===== config.mk =====
export PLATFORM = sky130hd
export DESIGN_NAME = nrzi_hdlc_rx
export DESIGN_NICKNAME = d
export VERILOG_FILES = /design/src/rtl/nrzi_hdlc_pkg.sv /design/src/rtl/nrzi_hdlc_rx_decode.sv /design/src/rtl/nrzi_hdlc_rx.sv
export SDC_FILE = /design/constraint.sdc
export NUM_CORES = 1
export LEC_CHECK = 0
export ABC_AREA = 0
export CORE_ASPECT_RATIO = 0.75
export CORE_MARGIN = 3
export CORE_UTILIZATION = 56
export CTS_BUF_LIST = sky130_fd_sc_hd__clkbuf_4 sky130_fd_sc_hd__clkbuf_8
export DETAILED_ROUTE_END_ITERATION = 6
export PLACE_DENSITY = 0.79
export SETUP_SLACK_MARGIN = 0.05
export SLEW_MARGIN = 15
export SYNTH_ARGS = -nofsm -noshare
export SYNTH_HDL_FRONTEND = slang
export SYNTH_SLANG_ARGS = --single-unit

===== constraint.sdc =====
create_clock -name clk -period 2.6 [get_ports clk]
set_input_delay 0.52 -clock clk [delete_from_list [all_inputs] [get_ports clk]]
set_output_delay 0.52 -clock clk [all_outputs]
set_load 0.01 [all_outputs]

===== src/rtl/nrzi_hdlc_pkg.sv =====
// Shared types and constants for the NRZI/HDLC receive path.
package nrzi_hdlc_pkg;

  typedef enum logic {
    HUNT = 1'b0,
    DATA = 1'b1
  } state_t;

  localparam logic [7:0] FLAG       = 8'h7E;
  localparam logic [2:0] ONES_STUFF = 3'd5;
  localparam logic [2:0] ONES_FLAG  = 3'd6;
  localparam logic [2:0] ONES_ABORT = 3'd7;

endpackage


===== src/rtl/nrzi_hdlc_rx_decode.sv =====
// NRZI line decoder: a line toggle means 1, a steady level means 0.
// This is the inverse of a T flip-flop driven by the data.
module nrzi_decode (
  input  logic clk,
  input  logic rst,
  input  logic din,
  input  logic din_valid,
  output logic b,
  output logic b_valid
);

  logic prev_level;

  always_ff @(posedge clk) begin
    if (rst) begin
      prev_level <= 1'b0;
    end else if (din_valid) begin
      prev_level <= din;
    end
  end

  assign b       = din ^ prev_level;
  assign b_valid = din_valid;

endmodule


===== src/rtl/nrzi_hdlc_rx.sv =====
// HDLC deframer behind an NRZI decoder: flag/abort/stuffing detection,
// LSB-first byte assembly and registered frame strobes.
module nrzi_hdlc_rx
  import nrzi_hdlc_pkg::*;
#(
  parameter int MAX_FRAME = 256
) (
  input  logic       clk,
  input  logic       rst,
  input  logic       din,
  input  logic       din_valid,
  output logic [7:0] rx_data,
  output logic       rx_valid,
  output logic       frame_end,
  output logic       frame_err,
  output logic       in_frame
);

  localparam int BCW = $clog2(MAX_FRAME + 2);

  logic           b;
  logic           b_valid;
  state_t         state;
  logic [2:0]     ones;
  logic [2:0]     bit_cnt;
  logic [BCW-1:0] byte_cnt;
  logic [6:0]     shreg;
  logic [7:0]     asm_next;
  logic           is_abort;
  logic           is_flag;
  logic           shift_en;

  nrzi_decode u_decode (
    .clk       (clk),
    .rst       (rst),
    .din       (din),
    .din_valid (din_valid),
    .b         (b),
    .b_valid   (b_valid)
  );

  // shreg keeps the newest seven bits; asm_next is the byte completed by b.
  always_comb begin
    asm_next = {b, shreg};
    is_abort = b && (ones >= ONES_FLAG);
    is_flag  = !b && (ones == ONES_FLAG);
    shift_en = 1'b0;
    if (state == DATA) begin
      if (b) shift_en = (ones < ONES_FLAG);
      else   shift_en = (ones != ONES_STUFF) && (ones != ONES_FLAG);
    end
  end

  always_ff @(posedge clk) begin
    rx_valid  <= 1'b0;
    frame_end <= 1'b0;
    frame_err <= 1'b0;
    if (rst) begin
      state    <= HUNT;
      ones     <= 3'd0;
      bit_cnt  <= 3'd0;
      byte_cnt <= '0;
      shreg    <= 7'd0;
      rx_data  <= 8'd0;
    end else if (b_valid) begin
      if (b) ones <= (ones >= ONES_FLAG) ? ONES_ABORT : ones + 3'd1;
      else   ones <= 3'd0;

      if (is_abort) begin
        state     <= HUNT;
        frame_err <= (state == DATA);
      end else if (is_flag) begin
        // The closing flag's first seven bits already sit in the assembler.
        if (state == DATA) begin
          if (bit_cnt == 3'd7) frame_end <= (byte_cnt != '0);
          else                 frame_err <= 1'b1;
        end
        state    <= DATA;
        bit_cnt  <= 3'd0;
        byte_cnt <= '0;
      end else if (shift_en) begin
        shreg <= asm_next[7:1];
        if (bit_cnt == 3'd7) begin
          bit_cnt <= 3'd0;
          if (int'(byte_cnt) >= MAX_FRAME) begin
            frame_err <= 1'b1;
            state     <= HUNT;
          end else begin
            rx_data  <= asm_next;
            rx_valid <= 1'b1;
            byte_cnt <= byte_cnt + 1'b1;
          end
        end else begin
          bit_cnt <= bit_cnt + 3'd1;
        end
      end
    end
  end

  assign in_frame = (state == DATA);

endmodule


* Yosys cells after proc, flatten, opt, wreduce, memory -nomap -nowiden
Index checks and enable logic that the tools add are counted.
** Cells by class
- Bitwise operators :: 8
- Order comparisons :: 3
- Reductions and logical operators :: 18
- $add $sub $neg :: 3
- Mux-type cells :: 24
- Equality and inequality tests :: 5
** Operators by type and width (number)
- $mux W9 :: 4
- $mux W1 :: 15
- $mux W3 :: 5
- $reduce_or A6 Y1 :: 2
- $add A9 B1 Y9 const B :: 1
- $ge A9 B9 Y1 const B :: 1
- $reduce_bool A3 Y1 :: 3
- $reduce_bool A9 Y1 :: 1
- $reduce_and A4 Y1 :: 2
- $not A1 Y1 :: 7
- $add A3 B1 Y3 const B :: 2
- $eq A3 B3 Y1 const B :: 2
- $ne A3 B3 Y1 const B :: 2
- $reduce_and A6 Y1 :: 1
- $reduce_and A5 Y1 :: 1
- $reduce_bool A2 Y1 :: 2
- $ge A3 B3 Y1 const B :: 1
- $logic_and A1 B1 Y1 :: 3
- $lt A3 B3 Y1 const B :: 1
- $reduce_and A3 Y1 :: 1
- $ne A2 B2 Y1 const B :: 1
- $reduce_or A2 Y1 :: 1
- $logic_not A1 Y1 :: 1
- $xor A1 B1 Y1 :: 1
** Word-level totals
- Flip-flop bits (word level) :: 35
- Logic and storage cells :: 71
- Output and inout bits :: 12
- Input port bits :: 4

* Depth between registers and ports, before layout
Gate-level depths: netlist of the first run.
- Depth in word-level cells :: 7
- Gate-level depth with buffers :: 8
- Depth with buffers taken out :: 7

* Cells and area by module
From an unflattened synthesis of the first run, not the netlist that was laid out.
** Unflattened totals
- Cell total of the unflattened synthesis :: 199
- Area, all modules :: 1714.1 um^2
** By module, submodules not included
- nrzi_hdlc_rx :: seq. area each 680.7 um^2, area each 1664.1 um^2, times used 1, cells each 194
- nrzi_decode :: seq. area each 20.0 um^2, area each 50.0 um^2, times used 1, cells each 5

* Least setup slack after synthesis of the first run
No wires, ideal clock.
- Path type :: register to register
- Start point :: reg ones[0]
- End point :: reg rx_data[0]
- Arrival time :: 1.736 ns
- Path slack :: 0.736 ns
- Data required time :: 2.472 ns
- Setup time :: 0.128 ns
- Stages on the path, launching flop included :: 9
- Clock period less this slack :: 1.864 ns
- Buffers on the path :: 1
- Cells stage by stage :: dfxtp_1 inv_1 ha_1 o21ai_0 mux2i_1 nor4b_2 buf_4 mux2i_1 nor2_1
** Between the ends
- Longest elaborated chain between the ends :: 5
- Elaborated cells between the ends (all ways) :: 13
- Those cells by class :: 2 x order compare; 3 x eq/ne; 2 x mux; 2 x bitwise; 4 x reduce/logical
** Ends and longest elaborated chain
- from (decl) :: line nrzi_hdlc_rx.sv:24 : logic [2:0] ones;
- from (signal assigned) :: line nrzi_hdlc_rx.sv:66 : if (b) ones <= (ones >= ONES_FLAG) ? ONES_ABORT : ones + 3'd1;
- parallel branches: the longest is 4 deep, another holds $lt A3 B3 Y1
- $reduce_and A6 Y1 (no source line) *
- to (signal assigned) :: line nrzi_hdlc_rx.sv:89 : rx_data <= asm_next;
- to (decl) :: line nrzi_hdlc_rx.sv:12 : output logic [7:0] rx_data,
Every way passes the cells marked *.
A chain may end at the register's enable or synchronous reset.

* Final worst setup path of the first run
- Start point :: in din
- End point :: reg byte_cnt[3]
** Between the ends
- Longest elaborated chain between the ends :: 5
- Elaborated cells between the ends (all ways) :: 12
- Those cells by class :: 1 x eq/ne; 3 x mux; 2 x bitwise; 6 x reduce/logical
** Ends and longest elaborated chain
- from (decl) :: line nrzi_hdlc_rx.sv:10 : input logic din,
- $xor A1 B1 Y1 * :: line nrzi_hdlc_rx_decode.sv:22 : assign b = din ^ prev_level;
- $mux W1 or $logic_not A1 Y1 (tied branches) :: line nrzi_hdlc_rx.sv:49, nrzi_hdlc_rx.sv:46
- $mux W1 or $logic_and A1 B1 Y1 (tied branches) :: line nrzi_hdlc_rx.sv:48, nrzi_hdlc_rx.sv:46
- $reduce_bool A2 Y1 (no source line) or $ne A2 B2 Y1 (tied branches)
- $reduce_and A5 Y1 (no source line)
- to (signal assigned) :: line nrzi_hdlc_rx.sv:91 : byte_cnt <= byte_cnt + 1'b1;
- to (decl) :: line nrzi_hdlc_rx.sv:26 : logic [BCW-1:0] byte_cnt;
Mark *: on every way between the ends. The rest lies on a longest branch, timed or not.

==> results of run 1 <==
[cells in the mapped netlist (3+ instances only)]
master / instances / share of area [%]
o21ai_0: 11 / 3.4
a211oi_1: 5 / 2.3
mux2i_1: 9 / 5.6
a21oi_1: 15 / 4.7
nor2_1: 17 / 4.0
nand3_1: 10 / 3.1
dfxtp_1: 35 / 43
or4_1: 3 / 1.4
nand2_1: 25 / 5.8
nand4_1: 3 / 1.2
inv_1: 6 / 1.4
ha_1: 7 / 5.4
clkbuf_1: 4 / 0.93
a31oi_1: 3 / 1.2
[through the flow]
stage / power, W / hold slack [ns]
after floorplan: 0.000589 / 0.436
after global placement: 0.000602 / 0.445
after detailed placement: 0.000604 / 0.459
after CTS: 0.000989 / 0.468
after global routing: 0.00102 / 0.509
final: 0.000978 / 0.464
[final timing paths]
path | start | endpoint | cells past startpoint
hold reg to reg | shreg[0]$_SDFFE_PP0P_ | shreg[0]$_SDFFE_PP0P_ | 2
setup reg to reg | ones[0]$_SDFFE_PP0P_ | byte_cnt[3]$_SDFFE_PP0P_ | 7
setup / recovery | din | byte_cnt[3]$_SDFFE_PP0P_ | 7
hold / removal | shreg[0]$_SDFFE_PP0P_ | shreg[0]$_SDFFE_PP0P_ | 2
[registers in the layout (all words and copies together) (netlist names)]
name	cells
frame_err	1
frame_end	1
bit_cnt	3
u_decode.prev_level	1
rx_valid	1
rx_data	8
in_frame	1
byte_cnt	9
ones	3
shreg	7
[routing by layer]
metal	up-vias	GRT usage (%)	routed length, um
met5	-	0	0
met4	0	8.91	44
met3	6	5.79	142
met2	35	32.0	1500
met1	667	30.5	1660
li1	706	-	-
[area by class of cell]
type                    instances  area share [%]
multi-input cells             137            44.7
flip-flops and latches         35            36.8
repair buffers                 21            10.3
clock buffers                   7            4.41
well taps                      36            2.37
inverters                       6            1.18
clock inverters                 1           0.263
[power by group through the flow]
stage	sequential, W	combinational [W]	clock [W]
after floorplan	0.000553	0.0000360	0
after global placement	0.000554	0.0000485	0
after detailed placement	0.000554	0.0000497	0
after CTS	0.000542	0.0000497	0.000397
after global routing	0.000542	0.0000559	0.000426
final	0.000542	0.0000505	0.000385
[cells in the final DEF (no fill, tap or decap), types with 3 or more instances in the layout]
| cell | Yosys | final |
|---|---|---|
| a21oi_1 | 15 | 15 |
| nor2_1 | 17 | 17 |
| mux2i_1 | 9 | 9 |
| a211oi_1 | 5 | 5 |
| ha_1 | 7 | 7 |
| a31oi_1 | 3 | 3 |
| or4_1 | 3 | 3 |
| buf_4 | 2 | 6 |
| nand2_1 | 25 | 25 |
| dfxtp_1 | 35 | 35 |
| inv_1 | 6 | 6 |
| nand4_1 | 3 | 3 |
| clkbuf_8 | 0 | 5 |
| nand3_1 | 10 | 10 |
| clkdlybuf4s50_1 | 0 | 15 |
| o21ai_0 | 11 | 11 |
[cell families (layout without fill, tap and decap cells)]
logic type / Yosys count / in the layout / synth area share (%)
multiplexers: 11 / 11 / 7.21
XOR/XNOR: 1 / 1 / 1.01
buffers and inverters: 14 / 35 / 3.88
flip-flops: 35 / 35 / 43.4
AND/OR/NAND/NOR: 72 / 72 / 21.6
adder cells (fa/ha/maj): 7 / 7 / 5.43
AO/OA/AOI/OAI: 46 / 46 / 17.4
[worst max-delay path, cell delays in order]
cell and delay, ns:
clkdlybuf4s50_1 0.46, xnor2_2 0.34, buf_4 0.23, o21a_2 0.18, nand2_1 0.11, or4_1 0.48, nand3_1 0.11
==> run metrics, run 1 <==
clock power share=39.4%; Worst Slack Setup Final=approximately 0.4 ns; sw power=0.000210 W; total negative slack=0 ns; Die Ht=52.5 um; Worst Setup Path Type=in2reg; R2R Setup Slk=0.50 ns; total setup buffers inserted after CTS=0; Total GRT Usage=22.0%; Comb pwr share=5.2%; CTS tree=yes; Starting Density=approximately 60%; sequential power share=55.4%; vias in the first global route=1254; FMAX=456 MHz; Max Cap Viol=0; # rows=16; RSZ-0062 raised after global routing=no; clk buf depth=2; Critical Path AT=~2.4 ns; synthesized area per cell=8.67 um^2; routed length per placed instance=approximately 14 um; # IOs=16; initial antenna violation count=0; H-tree depth=2; Final setup viols=0; clock latency on the worst-skew pair=0.29 ns; n_diodes=0; post-DP HPWL=2.53 mm; Hold WC Path Type=reg2reg; Leak=0.664 nW; Sequential cell area=701 um^2; Clock Pin Slew Worst Setup and Hold Paths=0.07 ns; total grt overflow=0; Crit Path Max Fanout=8; Top FF cell, synth=dfxtp_1; min Tclk post-route=2.19 ns; TritonCTS Buffers=5; max-slew violations=0; switching share of power=21.5%; Vias=1414; largest net degree at the start of global routing=25; final wirelength=3.34 mm; pwr dens=514 nW/um^2; final instance area=1900 um^2; worst slack, placed=0.113 ns; Multi-input gate area=850 um^2; Post-Syn Nets=197; Synth async-reset ratio=0%; Resized cells post-CTS=0; dpl cell area=1810 um^2; Die Span X=68.0 um; VDD IR max=between 0.0003 and 0.0004 V; CP Launch Type=input pin; Yosys reg bits=35; cells after synthesis=186; CTS Root Cell=clkbuf_8; Final Hold Vio Count=0; fill count=230; first-pass GRT wire length=between 5 and 6 mm; Buffers on Ports=15; Netlist cell types=37; number of clock sinks=35; die area=3570 um^2; worst endpoint required time=2.83 ns; via density per instance=5.82; Final ANT Viol Nets=0; internal power=between 0.0007 and 0.0008 W; area of the mapped netlist=1610 um^2; nets=217; crit share post-route=approximately 84%; status=complete, no violations; drt first pass iters=4; Core Footprint=2680 um^2; skew final=between 0.007 and 0.008 ns; Post-synth EDFFs=0; Area Growth Syn to Fin=17.9%; hold bufs inserted after CTS=0; Slew @ Worst Pin=0.421 ns; register area share after synthesis=43.4%; Slew headroom=71.7%; final design utilization=70.9%; Yosys warning count=0; residual DRC count=0; gpl congestion=0.876; Placed Cells=235; fin cells=between 200 and 250; layout cells sized above 1=11.1%; CP Capture Type=flop; drt first-iter violations=79
No activity file was read; power rests on OpenSTA's default activity.
==> run 2, diff against run 1 <==
==> constraint.sdc (replaced) <==
create_clock -name clk -period 2.16 [get_ports clk]
set_input_delay 0.432 -clock clk [delete_from_list [all_inputs] [get_ports clk]]
set_output_delay 0.432 -clock clk [all_outputs]
set_load 0.01 [all_outputs]
==> run 2 against run 1 <==
Total power is 23% higher. Register-to-register slack worse by 0.31 ns. Sequential power is 20% higher. First-iteration DRC count is 130% higher.
==> run metrics, run 2 (synthesis results as in run 1) <==
status=complete, no violations; Slew @ Worst Pin=0.352 ns (-0.0686 ns); Worst Setup Path Type=reg2reg; initial antenna violation count=0 (unchanged); Comb pwr share=6.5% (+1.3 points); die area=3570 um^2 (unchanged); Clock Pin Slew Worst Setup and Hold Paths=0.06 ns (about the same); sw power=0.000264 W (+26%); Reg2Reg Capture Point=rx_data[2]$_SDFFE_PP0P_; Vias=1490 (+5.4%); via density per instance=5.78 (-0.75%); post-DP HPWL=2.61 mm (+3.5%); FMAX=just over 500 MHz; Core Footprint=2680 um^2 (unchanged); CP bufs+invs=2 (unchanged); CP delay by family, top=flip-flops; drt first pass iters=4 (unchanged); Crit Path Max Fanout=5 (-3); CP Launch Type=flop; n_diodes=0 (unchanged); final wirelength=3.73 mm (+12%); first-pass GRT wire length=6.10 mm (+5.6%); residual DRC count=0 (unchanged); max FFs per register=9 (unchanged); VDD IR max=0.000507 V (+39%); sequential power share=54.3% (-1.1 points); Starting Density=60.1% (unchanged); nets=232 (+6.9%); Leak=0.746 nW (+12%); routed length per placed instance=14.4 um (+5.1%); Worst Slack Setup Final=0.193 ns (-0.212 ns); vias in the first global route=1363 (+8.7%); RSZ-0062 raised after global routing=yes; Slew headroom=75.9% (+4.2 points); Total GRT Usage=23.4% (+1.5 points); internal power=0.000936 W (+22%); Critical Path AT=2.14 ns (-0.28 ns); fill count=211 (-8.3%); largest net degree at the start of global routing=28 (+12%); worst slack, placed=-0.212 ns (-0.325 ns); H-tree depth=2 (unchanged); crit share post-route=91.1%; Crit path largest cell delay=0.41 ns (-0.07 ns); CP Capture Type=flop; skew final=0.00638 ns (-0.00145 ns); R2R Setup Slk=0.19 ns (-0.31 ns); hold slack final=0.466 ns (+0.00190 ns); hold bufs inserted after CTS=0 (unchanged); Area Growth Syn to Fin=25.9%; Hold WC Path Type=reg2reg; Final setup viols=0 (unchanged); TritonCTS Buffers=5 (unchanged); Final Hold Vio Count=0 (unchanged); Die Ht=52.5 um (unchanged); most frequent cells in the layout=dfxtp_1, nand2_1, buf_4; # IOs=16 (unchanged); pwr dens=591 nW/um^2 (+15%); Die Span X=68.0 um (unchanged); CP max stage cell=dfxtp_1; min Tclk post-route=around 2.0 ns; Worst Hold Depth=2 (unchanged); total grt overflow=0 (unchanged); HP Start=shreg[0]$_SDFFE_PP0P_; Worst Hold End=shreg[0]$_SDFFE_PP0P_; worst endpoint required time=2.33 ns (-0.50 ns); reg2reg path depth=8 (+1); Resized cells post-CTS=0 (unchanged); Buffers on Ports=15 (unchanged); drt first-iter violations=184 (+130%); total setup buffers inserted after CTS=0 (unchanged); max-slew violations=0 (unchanged); Largest Register=byte_cnt; layout cells sized above 1=18.0% (+6.9 points); Final ANT Viol Nets=0 (unchanged); clock power share=39.2% (-0.2 points); commonest non-fill, non-tap cell in the layout=dfxtp_1; switching share of power=22.0% (+0.53 points); clk buf depth=2 (unchanged); launching point of the worst reg2reg path=ones[0]$_SDFFE_PP0P_; CTS Root Cell=clkbuf_8; CTS tree=yes; Max Cap Viol=0 (unchanged); top flop regs=byte_cnt x9, rx_data x8, shreg x7; cells along the critical path=inv_1 -> ha_1 -> o21ai_1 -> mux2i_1 -> nor4b_4 -> buf_2 -> mux2i_1 -> nor2_1; clock latency on the worst-skew pair=0.29 ns (about the same); most frequent cell on the critical path=mux2i_1; number of clock sinks=35 (unchanged); total power=0.00120 W (+23%); gpl congestion=0.900 (+2.7%); # rows=16 (unchanged)
==> run 2: cell count changes in the layout (fill, tap and decap cells not counted), sizes merged <==
cell	change
clkdlybuf4s50	-1
buf	+15
dlymetal6s2s	+1
==> run 2: worst max-delay path by stage <==
stage                                    start                        to  slack, ns  cells past startpoint
after global routing      ones[0]$_SDFFE_PP0P_   rx_data[5]$_SDFFE_PP0P_       0.01                      8
final                     ones[0]$_SDFFE_PP0P_   rx_data[2]$_SDFFE_PP0P_       0.19                      8
after CTS                                  din  byte_cnt[5]$_SDFFE_PP0P_       0.08                      7
after floorplan           ones[0]$_SDFFE_PP0P_   rx_data[0]$_SDFFE_PP0P_       0.30                      8
after detailed placement                   din  byte_cnt[5]$_SDFFE_PP0P_      -0.21                      7
after global placement                     din  byte_cnt[5]$_SDFFE_PP0P_      -0.12                      7
==> run 2: area by class of cell <==
cell class / count / area, um^2 / share of cell area (%)
Multi-Input combinational cell: 137 / 866 / 42.6
Sequential cell: 35 / 701 / 34.5
Timing Repair Buffer: 36 / 308 / 15.2
Clock buffer: 7 / 83.8 / 4.13
Tap cell: 36 / 45.0 / 2.22
Inverter: 6 / 22.5 / 1.11
Clock inverter: 1 / 5.00 / 0.246
==> run 2: power groups by stage <==
stage	clock network (W)	logic, W	registers (W)
after detailed placement	0	0.0000762	0.000667
after floorplan	0	0.0000433	0.000666
after global routing	0.000508	0.0000841	0.000652
final	0.000470	0.0000780	0.000652
after global placement	0	0.0000737	0.000666
after CTS	0.000481	0.0000770	0.000652
==> run 2: per-layer routing <==
| metal | global-route usage (%) | vias to the layer above | part of all wire (%) |
|---|---|---|---|
| li1 | - | 736 | - |
| met1 | 31.1 | 686 | 45 |
| met2 | 34.7 | 59 | 46 |
| met3 | 6.65 | 9 | 7.4 |
| met4 | 11.2 | 0 | 1.7 |
| met5 | 0 | - | 0 |
==> run 2: per-stage QoR <==
step | util, % | setup TNS, ns | std cells | area, um^2
2_1_floorplan | - | 0 | 186 | 1610
3_3_place_gp | 71.5 | -1.32 | 249 | 1920
3_5_place_dp | 71.5 | -3.57 | 249 | 1920
4_1_cts | 74.8 | 0 | 257 | 2010
5_1_grt | 75.7 | 0 | 258 | 2030
6_report | 75.7 | 0 | 258 | 2030
==> run 2: tightest hold or removal path: stages, from the launching register on <==
cell     delay, ns
dfxtp_1       0.31
nand2_1       0.05
a21oi_1       0.06
==> edit 1: new RTL, config.mk and constraints of run 1 <==
`MAX_FRAME`: 256 -> 512.
--- a/src/rtl/nrzi_hdlc_rx.sv
+++ b/src/rtl/nrzi_hdlc_rx.sv
@@ -3,7 +3,7 @@
 module nrzi_hdlc_rx
   import nrzi_hdlc_pkg::*;
 #(
-  parameter int MAX_FRAME = 256
+  parameter int MAX_FRAME = 512
 ) (
   input  logic       clk,
   input  logic       rst,
Formal check against the unedited RTL: same outputs for any inputs over 10 cycles, from zero or initial values and one cycle with rst high; that may be too few to reach the edited logic, so the function may still have changed.
==> edit 1 against run 1 <==
- utilization shrank 0.52 points
- global-route usage shrank 0.69 points
- routed wire length grew 17%
- cell area grew 10%
- sequential cell count grew 1
- sequential share of layout area shrank 2.5 points
- area after synthesis grew 10%
- setup slack lost 0.074 ns
- synthesized cell count grew 8.1%
- total power grew 6.4%
==> edit 1: results (changes against run 1) <==
| Metric | Value |
|---|---|
| Status | `finished, final reports clean (unchanged)` |
| Setup crit start | `bit_cnt[0] (was din)` |
| Area contributors post-synth | `dfxtp_1, mux2i_1, ha_1, nand3_1, a21oi_1 (was dfxtp_1, nand2_1, mux2i_1, ha_1, a21oi_1)` |
| Placed cells | `252 (was 235)` |
| Vias in the first global route | `1460 (was 1254)` |
| Sequential element share of the synthesized area | `40.6% (was 43.4%)` |
| Global Route Usage Sum | `21.3% (was 22.0%)` |
| Largest fanout on the critical path | `5 (was 8)` |
| Multi-input combinational area share | `46.0% (was 44.7%)` |
| Nonclk inv count | `7 (was 6)` |
| Synth unique cells | `41 (was 37)` |
| N_taps | `38 (was 36)` |
| Top cells by instance count after synthesis | `dfxtp_1, nand2_1, nand3_1 (was dfxtp_1, nand2_1, nor2_1)` |
| Nets | `232 (was 217)` |
| Seq cells | `36 (was 35)` |
| CLK BUF | `8 (was 7)` |
| Placed cell area | `0.00200 mm2 (was 0.00181 mm2)` |
| Top FF cell, synth | `dfxtp_1 (unchanged)` |
| WP data arrival | `2.44 ns (was 2.42 ns)` |
| Syn_nets | `212 (was 197)` |
| Final-layout clock-cell area share | `4.66% (was 4.67%)` |
| Setup ws final | `0.331 ns (was 0.405 ns)` |
| Full die area | `0.00389 mm2 (was 0.00357 mm2)` |
| VDD IR max | `0.341 mV (was 0.364 mV)` |
| Largest net degree at the start of global routing | `26 (was 25)` |
| DP HPWL | `2820 um (was 2530 um)` |
| WL per Instance | `15.1 um (was 13.7 um)` |
| End point of the critical path | `byte_cnt[6] (was byte_cnt[3])` |
| Worst reg-to-reg path cell count | `6 (was 7)` |
| Slew headroom | `67.1% (was 71.7%)` |
| Drt initial violations | `97 (was 79)` |
| Reg area | `721 um2 (was 701 um2)` |
| Pwr Density | `497 mW/mm2 (was 514 mW/mm2)` |
| NonClk Buf Share | `11.5% (was 10.3%)` |
| Final slew viol count | `0 (unchanged)` |
| Syn avg cell area | `8.83 um2 (was 8.67 um2)` |
| GP Congestion | `0.793 (was 0.876)` |
| Vias after detailed routing | `1596 (was 1414)` |
| Signal buffers | `27 (was 21)` |
| Leakage | `0.744 nW (was 0.664 nW)` |
| DR vias/cell | `6.14 (was 5.82)` |
| Share of cells above drive strength 1 | `12.6% (was 11.1%)` |
| Warnings, synthesis | `0 (unchanged)` |
| Top Registers | `byte_cnt: 10 flops, rx_data: 8 flops, shreg: 7 flops (was byte_cnt: 9 flops, rx_data: 8 flops, shreg: 7 flops)` |
| Multi-input gates | `144 (was 137)` |
## edit 1: cell types whose count changed after synthesis, moves of 4 or more
cell	change
clkbuf_1	+5
nand2_1	-8
nor2_1	-13
o211ai_1	+4
nand3_1	+6
nand4b_1	+5
or3_1	+4
## edit 1: cell families after synthesis
| kind of cell | Yosys count | share of synthesized area, % |
|---|---|---|
| and+or+nand+nor | 73 | 23.4 |
| adders and majority gates | 7 | 4.93 |
| AOI/OAI and AO/OA | 48 | 16.6 |
| DFF | 36 | 40.6 |
| muxes | 14 | 8.03 |
| buffers and inverters | 21 | 5.50 |
| xor gates and xnor gates | 2 | 0.987 |
## edit 1: worst min path at each step
stage / startpoint / endpoint / slack [ns]
floorplan: shreg[1] / rx_data[1] / 0.44
global route: shreg[4] / rx_data[4] / 0.50
finish: shreg[2] / rx_data[2] / 0.48
detailed placement: shreg[2] / rx_data[2] / 0.47
global placement: bit_cnt[1] / bit_cnt[1] / 0.46
CTS: rx_data[1] / rx_data[1] / 0.48
## edit 1: worst max-delay path, cell delays in order, from the launching register on
cell,delay (ns)
dfxtp_1,0.36
ha_1,0.17
ha_1,0.24
nand2_1,0.15
or4b_4,0.55
nor4_1,0.32
mux2_2,0.37
## edit 1: per-layer routing
layer  wire length [um]  global-route usage (%)
met1               1790                    27.0
met3                231                    4.95
met4                 50                    8.75
met2               1860                    35.5
met5                  0                       0
## edit 1: power by group
part | switching (mW) | total, mW | internal (mW)
sequential | 0.00383 | 0.558 | 0.554
combinational | 0.0303 | 0.0517 | 0.0214
clock | 0.194 | 0.431 | 0.237
total | 0.228 | 1.04 | 0.812
==> edit 2: new RTL, settings of run 1 <==
Without the edit above. Put a register stage on the output `in_frame`, without a reset. The value now appears one clock later. The other outputs are not delayed to match.
--- a/src/rtl/nrzi_hdlc_rx.sv
+++ b/src/rtl/nrzi_hdlc_rx.sv
@@ -97,7 +97,9 @@
     end
   end
 
-  assign in_frame = (state == DATA);
+  always_ff @(posedge clk) begin
+    in_frame <= (state == DATA);
+  end
 
 endmodule
 
Function: changed (Yosys sat finds a counterexample within 10 cycles, from zero or initial values and one cycle with rst high).
==> edit 2 against run 1 <==
- area after synthesis is 1.2% higher
- sequential cell count is 1 higher
- synthesized cell count is 0.54% higher
- utilization is 1.0 points higher
- setup slack better by 0.010 ns
- total power is 12% higher
- routed wire length is 8.5% higher
- cell area is 2.2% higher
- largest power group unchanged
==> edit 2: results (changes against run 1) <==
| Metric | Value |
|---|---|
| WHS | `0.411 ns (was 0.464 ns)` |
| Largest net degree at the start of global routing | `23 (was 25)` |
| Share of cells above drive strength 1 | `11.1% (about the same)` |
| Drt first pass iters | `4 (unchanged)` |
| Filler cells | `216 (was 230)` |
| Antenna cells | `0 (unchanged)` |
| WL final | `3620 um (was 3340 um)` |
| Setup bufs post-CTS | `0 (unchanged)` |
| Post-CTS Resized | `0 (unchanged)` |
| Root buffer cell | `clkbuf_8 (unchanged)` |
| Placed cell area | `0.00183 mm2 (was 0.00181 mm2)` |
| RR Endpoint | `byte_cnt[5] (was byte_cnt[3])` |
| Nets | `218 (was 217)` |
| FF-to-FF setup slack | `0.45 ns (was 0.50 ns)` |
| GP Congestion | `0.833 (was 0.876)` |
| Pre-CTS setup slack | `0.122 ns (was 0.113 ns)` |
| Worst-path clk slew | `0.07 ns (about the same)` |
| Global Route Usage Sum | `22.9% (was 22.0%)` |
| TritonCTS buffer count | `5 (unchanged)` |
| Asr flop ratio synth | `0% (unchanged)` |
| Synthesized instance count | `187 (was 186)` |
| Vias in the first global route | `1307 (was 1254)` |
| Leakage | `0.681 nW (was 0.664 nW)` |
| Wire length on met3 | `211 um (was 142 um)` |
| Vias after detailed routing | `1419 (was 1414)` |
| Post-synth EDFFs | `0 (unchanged)` |
| Global-route wire length before repair | `5890 um (was 5780 um)` |
| Met2 Routed Length | `1650 um (was 1500 um)` |
| Area contributors post-synth | `dfxtp_1, nand2_1, mux2i_1, ha_1, a21oi_1 (unchanged)` |
| DP HPWL | `2610 um (was 2530 um)` |
| DRC | `0 (unchanged)` |
| Hold/Removal Path Class | `flip-flop to flip-flop (unchanged)` |
| Status | `finished, final reports clean (unchanged)` |
| Setup ws final | `0.415 ns (was 0.405 ns)` |
| End point of the critical path | `bit_cnt[0] (was byte_cnt[3])` |
| Top cells by instance count after synthesis | `dfxtp_1, nand2_1, nor2_1 (unchanged)` |
| Cell Count, Final, Fillers Out | `244 (was 243)` |
| IO buf count | `15 (unchanged)` |
| Setup crit start | `din (unchanged)` |
| Syn_nets | `198 (was 197)` |
| M1 WL | `1700 um (was 1660 um)` |
| Synth unique cells | `37 (unchanged)` |
| Clock Latency Late Sink | `0.29 ns (about the same)` |
| Drt initial violations | `110 (was 79)` |
| Largest fanout on the critical path | `10 (was 8)` |
| Warnings, synthesis | `0 (unchanged)` |
| Post-route clock skew | `0.00735 ns (was 0.00784 ns)` |
| Worst-margin pin slew | `0.506 ns (was 0.421 ns)` |
| VDD IR max | `0.440 mV (was 0.364 mV)` |
| Worst reg-to-reg path cell count | `7 (unchanged)` |
| Initial antenna violation count | `0 (unchanged)` |
| Reg area | `721 um2 (was 701 um2)` |
| Top Registers | `byte_cnt: 9 flops, rx_data: 8 flops, shreg: 7 flops (unchanged)` |
| Sequential element share of the synthesized area | `44.1% (was 43.4%)` |
edit 2: changes by cell type after synthesis:
cell            run 1  this run
dfxtp_1            35        36
edit 2: kinds of logic after synthesis:
kind of cell / synth area share [%]
multiplexers: 7.13
AO/OA/AOI/OAI: 17.2
flip-flops: 44.1
XOR/XNOR: 0.996
adder cells (fa/ha/maj): 5.36
buffers and inverters: 3.83
AND/OR/NAND/NOR: 21.4
edit 2: final cells by class:
type / count / area share [%]
Timing Repair Buffer: 21 / 10.0
Multi-Input combinational cell: 137 / 43.7
Sequential cell: 36 / 37.1
Clock inverter: 2 / 1.80
Inverter: 6 / 1.16
Tap cell: 36 / 2.32
Clock buffer: 6 / 3.93
edit 2: critical path: stages:
cell and delay [ns]:
clkdlybuf4s50_1 0.45, xnor2_2 0.31, mux2_4 0.28, nand2b_1 0.26, or3_1 0.43, a21oi_1 0.15
edit 2: worst min path at each step:
stage	end	cells after the start	from
after floorplan	in_frame	0	state
after global placement	in_frame	0	state
after detailed placement	in_frame	0	state
after CTS	in_frame	0	state
after global routing	in_frame	0	state
final	in_frame	0	state
edit 2: layer usage:
metal	GRT usage, %	up-vias
met5	0	-
met4	11.2	0
met3	6.44	8
met2	35.8	46
met1	28.8	652
li1	-	713
edit 2: power by group:
part           leakage, nW  total (mW)  switching (mW)  internal, mW
Sequential           0.290       0.557         0.00313         0.554
Clock               0.0586       0.487           0.192         0.295
Combinational        0.332      0.0535          0.0310        0.0225
